`src/rtl/serial_compare_ctrl_pkg.sv`:
```
// Shared FSM state encoding and one-hot compare result codes for serial_compare_ctrl.
package serial_compare_ctrl_pkg;

  typedef enum logic [1:0] {
    IDLE = 2'd0,
    RUN  = 2'd1,
    DONE = 2'd2
  } state_t;

  localparam logic [2:0] CMP_GT   = 3'b100;
  localparam logic [2:0] CMP_LT   = 3'b010;
  localparam logic [2:0] CMP_EQ   = 3'b001;
  localparam logic [2:0] CMP_NONE = 3'b000;

endpackage

```
`src/rtl/serial_compare_ctrl_if.sv`:
```
// Start/operand request and busy/done/result response bundle of the serial comparator.
interface serial_compare_ctrl_if #(
  parameter int WIDTH = 16
);

  logic             iStart;
  logic [WIDTH-1:0] iData_a;
  logic [WIDTH-1:0] iData_b;
  logic             oBusy;
  logic             oDone;
  logic [2:0]       oData;

  modport master (
    output iStart, iData_a, iData_b,
    input  oBusy, oDone, oData
  );

  modport slave (
    input  iStart, iData_a, iData_b,
    output oBusy, oDone, oData
  );

endinterface

```
`src/rtl/serial_compare_ctrl_cmp.sv`:
```
// One nibble step of the magnitude compare: a differing nibble decides, an equal one
// passes the lower-order cascade through (a malformed cascade counts as equal).
module nibble_cmp
  import serial_compare_ctrl_pkg::*;
(
  input  logic [3:0] a,
  input  logic [3:0] b,
  input  logic [2:0] cascade_in,
  output logic [2:0] result
);

  always_comb begin
    result = CMP_EQ;
    if (a > b) begin
      result = CMP_GT;
    end else if (a < b) begin
      result = CMP_LT;
    end else if ($onehot(cascade_in)) begin
      result = cascade_in;
    end
  end

endmodule

```
`src/rtl/serial_compare_ctrl.sv`:
```
// Serial magnitude comparator: one nibble per cycle LSB-first, result valid on a
// one-cycle oDone pulse NIBBLES+1 cycles after the start edge; start ignored while busy.
module serial_compare_ctrl
  import serial_compare_ctrl_pkg::*;
#(
  parameter int WIDTH = 16
) (
  input  logic                 iClk,
  input  logic                 iRst_n,
  serial_compare_ctrl_if.slave bus
);

  localparam int NIBBLES = WIDTH / 4;
  localparam int IDXW    = (NIBBLES > 1) ? $clog2(NIBBLES) : 1;
  localparam logic [IDXW-1:0] LAST_IDX = IDXW'(NIBBLES - 1);

  state_t           state;
  state_t           state_nxt;
  logic [WIDTH-1:0] a_reg;
  logic [WIDTH-1:0] b_reg;
  logic [IDXW-1:0]  idx;
  logic [2:0]       cascade;
  logic [2:0]       cmp_res;
  logic [2:0]       data_q;
  logic             last;

  assign last = (idx == LAST_IDX);

  always_ff @(posedge iClk) begin
    if (!iRst_n) begin
      state <= IDLE;
    end else begin
      state <= state_nxt;
    end
  end

  always_comb begin
    state_nxt = state;
    case (state)
      IDLE:    if (bus.iStart) state_nxt = RUN;
      RUN:     if (last) state_nxt = DONE;
      DONE:    state_nxt = IDLE;
      default: state_nxt = IDLE;
    endcase
  end

  always_comb begin
    bus.oBusy = (state != IDLE);
    bus.oDone = (state == DONE);
  end

  // Operands are don't-care outside a compare, so they carry no reset.
  always_ff @(posedge iClk) begin
    if (state == IDLE && bus.iStart) begin
      a_reg <= bus.iData_a;
      b_reg <= bus.iData_b;
    end
  end

  always_ff @(posedge iClk) begin
    if (!iRst_n) begin
      idx     <= '0;
      cascade <= CMP_EQ;
      data_q  <= CMP_NONE;
    end else begin
      case (state)
        IDLE: begin
          if (bus.iStart) begin
            idx     <= '0;
            cascade <= CMP_EQ;
          end
        end
        RUN: begin
          cascade <= cmp_res;
          if (last) begin
            data_q <= cmp_res;
          end else begin
            idx <= idx + 1'b1;
          end
        end
        default: ;
      endcase
    end
  end

  nibble_cmp u_nibble_cmp (
    .a          (a_reg[idx*4 +: 4]),
    .b          (b_reg[idx*4 +: 4]),
    .cascade_in (cascade),
    .result     (cmp_res)
  );

  assign bus.oData = data_q;

endmodule

```
`src/flat_wrapper.sv`:
```
// flat-port wrapper written by rule: the top's interface ports become plain ports
module serial_compare_ctrl_flat import serial_compare_ctrl_pkg::*;
#(
  parameter int WIDTH = 16
)
  (iClk, iRst_n, bus_iStart, bus_iData_a, bus_iData_b, bus_oBusy, bus_oDone, bus_oData);
  serial_compare_ctrl_if #(.WIDTH(WIDTH)) bus_i ();
  input  logic iClk;
  input  logic iRst_n;
  input wire logic [$bits(bus_i.iStart)-1:0] bus_iStart;
  input wire logic [$bits(bus_i.iData_a)-1:0] bus_iData_a;
  input wire logic [$bits(bus_i.iData_b)-1:0] bus_iData_b;
  output wire logic [$bits(bus_i.oBusy)-1:0] bus_oBusy;
  output wire logic [$bits(bus_i.oDone)-1:0] bus_oDone;
  output wire logic [$bits(bus_i.oData)-1:0] bus_oData;
  assign bus_i.iStart = bus_iStart;
  assign bus_i.iData_a = bus_iData_a;
  assign bus_i.iData_b = bus_iData_b;
  assign bus_oBusy = bus_i.oBusy;
  assign bus_oDone = bus_i.oDone;
  assign bus_oData = bus_i.oData;
  serial_compare_ctrl #(.WIDTH(WIDTH)) u_core (.iClk(iClk), .iRst_n(iRst_n), .bus(bus_i));
endmodule
```
`config.mk`:
```
export PLATFORM = sky130hd
export DESIGN_NAME = serial_compare_ctrl_flat
export DESIGN_NICKNAME = d
export VERILOG_FILES = /design/src/rtl/serial_compare_ctrl_pkg.sv /design/src/rtl/serial_compare_ctrl_if.sv /design/src/rtl/serial_compare_ctrl_cmp.sv /design/src/rtl/serial_compare_ctrl.sv /design/src/flat_wrapper.sv
export SDC_FILE = /design/constraint.sdc
export NUM_CORES = 1
export LEC_CHECK = 0
export CORE_MARGIN = 2
export CORE_UTILIZATION = 51
export CTS_BUF_LIST = sky130_fd_sc_hd__clkbuf_8
export DETAILED_ROUTE_END_ITERATION = 8
export PLACE_DENSITY_LB_ADDON = 0.3
export RECOVER_POWER = 25
export SLEW_MARGIN = 0
export SYNTH_ARGS = -nofsm -noshare
export SYNTH_HDL_FRONTEND = slang
export SYNTH_SLANG_ARGS = --single-unit
```
`constraint.sdc`:
```
create_clock -name iClk -period 2.8 [get_ports iClk]
set_input_delay 0.56 -clock iClk [delete_from_list [all_inputs] [get_ports iClk]]
set_output_delay 0.56 -clock iClk [all_outputs]
set_load 0.01 [all_outputs]
```
==> results of run 1 <==
[power groups by stage]
stage	combinational [W]	clock (W)	sequential (W)
floorplan	0.0000932	0	0.000729
global placement	0.000157	0	0.000733
detailed placement	0.000166	0	0.000734
CTS	0.000168	0.000562	0.000720
global route	0.000178	0.000591	0.000723
finish	0.000162	0.000550	0.000720
[cells by family (layout without fill, tap and decap cells)]
logic type      Yosys count  count (layout)
fa+ha+maj                 6               6
buf+inv                  15              61
simple gates             20              20
compound gates           19              19
flops                    42              42
mux                      10              10
[worst min-delay path: stages, from the launching register on]
cell and delay, ps:
dfxtp_1 310, nand3_1 60, o31ai_1 50
[routing by layer]
layer	global-route usage (%)	share of wire, %	up-vias
li1	-	-	516
met1	21.1	40	545
met2	28.5	51	40
met3	6.31	6.2	8
met4	7.50	2.0	0
met5	0	0	-
[worst max-delay path by stage]
stage,endpoint,slack [ps],cells after the start
6_report,u_core.cascade[1],360,6
5_1_grt,u_core.cascade[1],220,6
4_1_cts,u_core.cascade[1],350,6
3_5_place_dp,u_core.cascade[1],380,6
3_3_place_gp,u_core.cascade[1],470,6
2_1_floorplan,u_core.a_reg[0],320,2
[placed cells by master, fill, tap and decap left out, types with 2 or more instances in the layout]
master / n
clkdlybuf4s50_1: 20
nor2_1: 3
a21oi_1: 3
nand2_1: 5
inv_1: 12
clkbuf_8: 5
ha_1: 5
edfxtp_1: 32
o31ai_1: 2
a31oi_1: 3
o21ai_0: 3
bufinv_16: 2
nand3_1: 3
a22oi_1: 2
dfxtp_1: 10
mux4_2: 8
dlygate4sd3_1: 19
buf_4: 2
[layout make-up]
type | count | area share, %
clock buffers | 5 | 2.96
clock inverters | 3 | 2.74
inverters | 12 | 1.94
multi-input cells | 55 | 22.5
flip-flops and latches | 42 | 49.9
well taps | 46 | 2.48
repair buffers | 41 | 17.4
[stage by stage]
step	total power [W]	hold WS (ps)	cell area (µm²)	std cells	worst slack [ps]
2_1_floorplan	0.000822	458	1740	112	322
3_3_place_gp	0.000890	458	2190	196	472
3_5_place_dp	0.000900	458	2190	196	382
4_1_cts	0.00145	469	2320	204	350
5_1_grt	0.00149	511	2320	204	223
6_report	0.00143	467	2320	204	361
==> reports/metrics.cfg, run 1 <==
[status]
status = finished clean

[logic_synthesis]
synth_area_mm2 = 0.00174
synth_edf_count = 32
synth-compound-area-share_pct = 7.55
synth-seq-area-share_pct = 66.8
avgSynthCellArea_um2 = 15.5
synthXorXnorAreaFrac_pct = 0
netlist.area_leader.share_pct = 55.3
synth_warnings = 0
syn_nets = 153
synth_common_cells = 32 x edfxtp_1, 12 x inv_1, 10 x dfxtp_1
netlist_instances = 112
synth_top_family_by_area = multiplexers
synthTopCellsByArea = edfxtp_1 55%, dfxtp_1 12%, mux4_2 10%
synth.area.mux_share_pct = 11.6
ys_async_sr_fraction_pct = 0
yosysUniqueCellTypes = 32
yosysMostFrequentCell = edfxtp_1
synth_ff_type = edfxtp_1
yosys.area_share.adder_pct = 4.75
synthSimpleGateAreaFrac_pct = 6.04
ys_ff_latch = 42
yosysTopAreaCell = edfxtp_1

[power]
switchingPower_w = 0.000283
p_comb_share_pct = 11.3
pwr-share-clk_pct = 38.4
vdd_ir_drop_max_mv = 0.410
seqPwrFrac_pct = 50.3
p_int_w = 0.00115
pwr_density_cell_mw_per_mm2 = 616
swShare_pct = 19.8
p_leak_nw = 0.843

[detailed_routing]
detail-route-antenna-nets = 0
drc = 0
dr.pass1.iters = 4
vias_per_cell = 5.44
drt_iter0_markers = 114
wirelength_um = 3040
dr_total_vias = 1109
routedWlPerCell_um = 14.9

[finish]
nets = 198
multiInputGateArea_um2 = 523
nFillCells = 235
areaGrowthSynthToFinish_pct = 33.7
utilization_pct = 70.2
num_antenna_cells = 0
seqCellArea_mm2 = 0.00116
drive_gt1_share_pct = 13.3

[worst_setup_path]
cp_num_buf_inv = 1
cp_top_family = simple AND/OR/NAND/NOR gates
crit_slowest_cell = mux4_2
endpoint_kind = flop
reg2reg_slack_ps = 360
reg2reg_depth = 6
startpoint = u_core.idx[0]
crit_chain = buf_4 -> mux4_2 -> ha_1 -> nand4_1 -> or4b_1 -> a311oi_1
arrival_ps = 2640
r2r-start = u_core.idx[0]
crit_type = reg -> reg
critPathMaxFanout = 11
cp.required_ps = 3000
max_stage_delay_ps = 540
rr_endpoint = u_core.cascade[1]
cp-start-kind = flop

[timing]
slew_headroom_pct = 66.0
finalMaxSlewViolations = 0
finalCriticalPeriod_ps = 2440
setup_viol = 0
worstMarginPinSlew_ps = 509
setup_tns_ps = 0
timing.final.crit_share_pct = 87.1
clock.fmax_ghz = 0.410
rsz0062_at_grt = no
hold_viol = 0
fin_skew_ps = 5.87

[clock_tree]
postCtsHoldBufs = 0
cts_max_level = 2
cts_inserted_buffers = 5
cts.path.max_buffers = 2
cts_resized = 0
cts_tree = built
cts-root-buf = clkbuf_8
cts.sinks = 42
insertion_delay_ps = 290
clk_pin_slew_ps = 80
cts_setup_buffers = 0

[global_route]
grt_usage_pct = 17.5
first_global_vias = 1093
grt_pass1_wl_um = 5110
grt_start_max_net_pins = 33
grt-ovfl-total = 0
antenna_found_initial = 0

[die]
io_pins = 40
die_x_um = 62.4
rows = 21
dieArea_mm2 = 0.00389
die_h_um = 62.4
core_mm2 = 0.00331
start_util_pct = 52.5

[placed_design]
port_buffers = 39
hpwl_um = 2210
gp_congestion = 0.705

[min_path]
hold_end = u_core.bus.oData[2]
hp-start = u_core.bus.oData[2]
hp-class = reg -> reg
worstHoldPathCells = 2

[job]
drv.max_cap_violation_count = 0

(Power assumes the default switching activity.)
==> inputs of run 2 (changes only) <==
--- a/config.mk
+++ b/config.mk
@@ -6,7 +6,7 @@
 export NUM_CORES = 1
 export LEC_CHECK = 0
 export CORE_MARGIN = 2
-export CORE_UTILIZATION = 51
+export CORE_UTILIZATION = 35
 export CTS_BUF_LIST = sky130_fd_sc_hd__clkbuf_8
 export DETAILED_ROUTE_END_ITERATION = 8
 export PLACE_DENSITY_LB_ADDON = 0.3
==> run 2 against run 1 <==
Sequential power about the same. Register-to-register slack about the same. Clock skew about the same. Setup slack improved by 13 ps. Fmax increased by 0.51%. Core utilization decreased by 21 points. Largest power group unchanged.
==> reports/metrics.cfg, run 2 (same netlist as run 1, synthesis figures left out) <==
[status]
status = finished clean

[timing]
timing.final.crit_share_pct = 86.7  ; -0.45 points
setup_viol = 0  ; unchanged
worstMarginPinSlew_ps = 465  ; -43.7 ps
rsz0062_at_grt = no
clock.fmax_ghz = 0.412  ; +0.51%
finalMaxSlewViolations = 0  ; unchanged
fin_skew_ps = 5.37  ; -0.499 ps
hold_viol = 0  ; unchanged
worst_slack_ps = 373  ; +12.5 ps
setup_tns_ps = 0  ; unchanged
slew_headroom_pct = 68.9  ; +2.9 points
finalCriticalPeriod_ps = 2430  ; -12.5 ps

[global_route]
grt_usage_pct = 12.1  ; -5.4 points
grt_start_max_net_pins = 33  ; unchanged
antenna_found_initial = 0  ; unchanged
grt_pass1_wl_um = 4810  ; -5.9%
first_global_vias = 1081  ; -1.1%
grt-ovfl-total = 0  ; unchanged

[job]
drv.max_cap_violation_count = 0  ; unchanged

[die]
core_mm2 = 0.00475  ; +44%
die_x_um = 74.5  ; +19%
rows = 25  ; +19%
dieArea_mm2 = 0.00555  ; +43%
die_h_um = 74.5  ; +19%
io_pins = 40  ; unchanged
start_util_pct = 36.6  ; -16 points

[placed_design]
hpwl_um = 2270  ; +2.7%
gp_congestion = 0.715  ; +1.5%
dpl_worst_slack_ps = 363  ; -18.4 ps
port_buffers = 39  ; unchanged

[worst_setup_path]
crit_slowest_cell = mux4_2
reg2reg_depth = 6  ; unchanged
crit_chain = buf_4 -> mux4_2 -> ha_1 -> nand4_1 -> or4b_1 -> a311oi_1
cp-start-kind = flop
cp.required_ps = 3000  ; about the same
cp_top_family = simple AND/OR/NAND/NOR gates
cp_num_buf_inv = 1  ; unchanged
r2r-start = u_core.idx[0]
max_stage_delay_ps = 520  ; -20 ps
rr_endpoint = u_core.cascade[1]
critPathMaxFanout = 5  ; -6
arrival_ps = 2620  ; -20 ps
reg2reg_slack_ps = 370  ; about the same
crit_type = reg -> reg
endpoint_kind = flop

[detailed_routing]
drt_iter0_markers = 31  ; -73%
drc = 0  ; unchanged
routedWlPerCell_um = 13.2  ; -12%
dr_total_vias = 1058  ; -4.6%
detail-route-antenna-nets = 0  ; unchanged
dr.pass1.iters = 4  ; unchanged
wirelength_um = 2980  ; -2.1%
vias_per_cell = 4.68  ; -14%

[clock_tree]
clk_pin_slew_ps = 80  ; about the same
cts-root-buf = clkbuf_8
cts_inserted_buffers = 5  ; unchanged
cts.path.max_buffers = 2  ; unchanged
cts_max_level = 2  ; unchanged
cts.sinks = 42  ; unchanged
cts_resized = 0  ; unchanged
insertion_delay_ps = 290  ; about the same
cts_tree = built
postCtsHoldBufs = 0  ; unchanged
cts_setup_buffers = 0  ; unchanged

[power]
vdd_ir_drop_max_mv = 0.346  ; -16%
pwr_density_cell_mw_per_mm2 = 613  ; -0.47%
p_leak_nw = 0.851  ; +0.93%

[finish]
areaGrowthSynthToFinish_pct = 35.9
drive_gt1_share_pct = 14.5  ; +1.2 points
num_antenna_cells = 0  ; unchanged
seqCellArea_mm2 = 0.00116  ; unchanged
multiInputGateArea_um2 = 523  ; unchanged
nets = 199  ; +0.51%
final_common_cell = edfxtp_1
layout_common_cells = 32 x edfxtp_1, 20 x clkdlybuf4s50_1, 19 x dlygate4sd3_1
utilization_pct = 49.7  ; -21 points
nFillCells = 433  ; +84%

[min_path]
worstHoldPathCells = 2  ; unchanged
hp-start = u_core.bus.oData[0]
hold_end = u_core.bus.oData[0]
hp-class = reg -> reg

run 2: cell types whose count changed in the layout (fill, tap and decap cells not counted):
cell      delta
clkinv_4     +1
buf_4        +1
clkinv_1     -1
run 2: routing by layer:
layer,share of wire [%],up-vias,global-route usage (%)
met4,2.0,0,5.95
met2,47,33,18.3
met5,0,-,0
met1,45,498,14.9
met3,6.5,6,5.01
li1,-,521,-
run 2: stage by stage:
stage | area [µm²] | hold WS (ps) | total power (W) | cells
floorplan | 1740 | 458 | 0.000822 | 112
global placement | 2230 | 463 | 0.000895 | 218
detailed placement | 2230 | 465 | 0.000901 | 218
CTS | 2360 | 477 | 0.00147 | 226
global route | 2360 | 498 | 0.00151 | 226
finish | 2360 | 470 | 0.00145 | 226
run 2: final cells by class:
cell class | count | area share (%)
clock inverter | 3 | 2.91
clock buffer | 5 | 2.91
tap | 67 | 3.55
sequential | 42 | 49.1
timing repair buffer | 42 | 17.5
multi-input combinational | 55 | 22.1
inverter | 12 | 1.91
run 2: how the worst max path moves through the flow:
| stage | cells past startpoint | from | endpoint |
|---|---|---|---|
| global route | 6 | u_core.idx[0] | u_core.cascade[1] |
| finish | 6 | u_core.idx[0] | u_core.cascade[1] |
| global placement | 6 | u_core.idx[0] | u_core.cascade[1] |
| floorplan | 2 | u_core.state[0] | u_core.a_reg[0] |
| CTS | 6 | u_core.idx[0] | u_core.cascade[1] |
| detailed placement | 6 | u_core.idx[0] | u_core.cascade[1] |
run 2: power breakdown:
group | internal [W] | switching, W | leakage [nW] | total (W)
sequential | 0.000707 | 0.0000131 | 0.386 | 0.000720
combinational | 0.0000895 | 0.0000703 | 0.397 | 0.000160
clock | 0.000357 | 0.000212 | 0.0683 | 0.000569
total | 0.00115 | 0.000296 | 0.851 | 0.00145
run 2: tightest hold or removal path, cell delays in order (launching register included):
cell,delay (ps)
dfxtp_1,310
nand3_1,50
o21ai_0,60
==> inputs of run 3 (changes only) <==
--- a/config.mk
+++ b/config.mk
@@ -5,8 +5,7 @@
 export SDC_FILE = /design/constraint.sdc
 export NUM_CORES = 1
 export LEC_CHECK = 0
-export CORE_MARGIN = 2
-export CORE_UTILIZATION = 35
+export CORE_UTILIZATION = 30
 export CTS_BUF_LIST = sky130_fd_sc_hd__clkbuf_8
 export DETAILED_ROUTE_END_ITERATION = 8
 export PLACE_DENSITY_LB_ADDON = 0.3
==> run 3 against run 2 <==
Sequential power hardly changed. Fmax is 5.2% lower. Clock skew is 2.2 ps lower. Power is 7.6% lower. Sequential share of layout area is 0.45 points higher. Critical path depth stayed put. Clock power is 19% lower. Largest cell class unchanged. Largest power group unchanged. Highest routed layer unchanged.
==> reports/metrics.cfg, run 3 (same netlist as run 1, synthesis figures left out) <==
[min_path]
hold_end = u_core.bus.oData[0]
hp-start = u_core.bus.oData[0]
worstHoldPathCells = 2  ; unchanged
hp-class = reg -> reg

[die]
core_mm2 = 0.00554  ; +17%
die_x_um = 78.1  ; +4.9%
io_pins = 40  ; unchanged
die_h_um = 78.1  ; +4.9%
dieArea_mm2 = 0.00611  ; +10%
start_util_pct = 31.4  ; -5.2 points
rows = 27  ; +8.0%

[placed_design]
dp.cells = 223  ; +2.3%
gp_congestion = 0.751  ; +5.0%
hpwl_um = 2180  ; -4.0%
port_buffers = 39  ; unchanged

[timing]
finalCriticalPeriod_ps = 2560  ; +133 ps
timing.final.crit_share_pct = 91.4  ; +4.8 points
clock.fmax_ghz = 0.391  ; -5.2%
hold_viol = 0  ; unchanged
fin_skew_ps = 3.18  ; -2.19 ps
setup_viol = 0  ; unchanged
slew_headroom_pct = 66.8  ; -2.1 points
setup_tns_ps = 0  ; unchanged
rsz0062_at_grt = no
worstMarginPinSlew_ps = 497  ; +31.7 ps
finalMaxSlewViolations = 0  ; unchanged

[detailed_routing]
drt_iter0_markers = 45  ; +45%
wirelength_um = 2920  ; -1.9%
detail-route-antenna-nets = 0  ; unchanged
dr_total_vias = 1048  ; -0.95%
vias_per_cell = 4.54  ; -3.1%
drc = 0  ; unchanged
routedWlPerCell_um = 12.6  ; -4.0%
dr.pass1.iters = 4  ; unchanged

[global_route]
grt_start_max_net_pins = 33  ; unchanged
grt-ovfl-total = 0  ; unchanged
antenna_found_initial = 0  ; unchanged
grt_util_met2_pct = 17.2  ; -1.1 points
grt_usage_pct = 10.9  ; -1.2 points
grt_pass1_wl_um = 5030  ; +4.6%
gr-usage-met1_pct = 13.7  ; -1.2 points
first_global_vias = 1102  ; +1.9%
busiest_layer = met2
grtUsageMet3_pct = 4.19  ; -0.83 points

[worst_setup_path]
crit_type = reg -> reg
reg2reg_depth = 6  ; unchanged
r2r-start = u_core.idx[0]
arrival_ps = 2750  ; +130 ps
critPathMaxFanout = 5  ; unchanged
reg2reg_slack_ps = 240  ; -130 ps
cp.required_ps = 2990  ; about the same
rr_endpoint = u_core.cascade[1]
cp-start-kind = flop
endpoint_kind = flop

[finish]
instances_no_fill = 231  ; +2.2%
layout_common_cells = 32 x edfxtp_1, 20 x clkdlybuf4s50_1, 19 x dlygate4sd3_1
nets = 199  ; unchanged
areaGrowthSynthToFinish_pct = 34.7
num_antenna_cells = 0  ; unchanged
final_common_cell = edfxtp_1
nFillCells = 534  ; +23%
drive_gt1_share_pct = 13.8  ; -0.63 points

[clock_tree]
cts_resized = 0  ; unchanged
cts_tree = built
cts_inserted_buffers = 5  ; unchanged
clk_pin_slew_ps = 80  ; about the same
cts_max_level = 2  ; unchanged
cts_setup_buffers = 0  ; unchanged
cts.sinks = 42  ; unchanged
cts.path.max_buffers = 2  ; unchanged
insertion_delay_ps = 290  ; about the same
postCtsHoldBufs = 0  ; unchanged
cts-root-buf = clkbuf_8

[job]
drv.max_cap_violation_count = 0  ; unchanged

[power]
vdd_ir_drop_max_mv = 0.251  ; -27%
pwr_density_cell_mw_per_mm2 = 571  ; -6.8%
p_leak_nw = 0.838  ; -1.5%

[status]
status = finished clean

==> run 3: changes by cell type in the layout (fill, tap and decap cells not counted) <==
cell and delta:
clkinvlp_4 +1, bufinv_16 -1, clkinv_4 -1, inv_1 +1
==> run 3: critical path: stages, from the launching register on <==
cell and delay [ps]:
dfxtp_1 480, buf_4 210, mux4_2 510, ha_1 330, nand4_1 140, or4b_1 510, a311oi_1 290
==> run 3: worst max path at each step <==
| stage | startpoint | to | slack, ps | cells after the start |
|---|---|---|---|---|
| finish | u_core.idx[0] | u_core.cascade[1] | 240 | 6 |
| global route | u_core.idx[0] | u_core.cascade[1] | 130 | 6 |
| CTS | u_core.idx[0] | u_core.cascade[1] | 250 | 6 |
| detailed placement | u_core.idx[0] | u_core.cascade[1] | 290 | 6 |
| global placement | u_core.idx[0] | u_core.cascade[1] | 350 | 6 |
| floorplan | u_core.state[0] | u_core.a_reg[0] | 320 | 2 |
==> run 3: where the power goes <==
part / switching, W / internal, W
registers: 0.0000143 / 0.000707
clock network: 0.000197 / 0.000262
logic: 0.0000680 / 0.0000898
==> run 3: through the flow <==
| step | power [W] | cell area (µm²) | hold WS (ps) | util [%] | setup slack [ps] |
|---|---|---|---|---|---|
| floorplan | 0.000822 | 1740 | 458 | - | 322 |
| global placement | 0.000895 | 2230 | 465 | 40.3 | 355 |
| detailed placement | 0.000899 | 2230 | 465 | 40.3 | 290 |
| CTS | 0.00137 | 2340 | 478 | 42.3 | 249 |
| global route | 0.00141 | 2340 | 519 | 42.3 | 126 |
| finish | 0.00134 | 2340 | 471 | 42.3 | 240 |
==> run 3: layout make-up <==
class                           count  area (µm²)  area share [%]
Multi-Input combinational cell     55         523            22.3
Timing Repair Buffer               42         413            17.6
Sequential cell                    42        1160            49.6
Tap cell                           72        90.1            3.85
Inverter                           12        45.0            1.92
Clock inverter                      3        41.3            1.76
Clock buffer                        5        68.8            2.94
==> run 3: routing by layer <==
layer,up-vias,wire [µm]
met5,-,0
met4,0,32
met3,4,211
met2,40,1370
met1,485,1300
li1,519,-
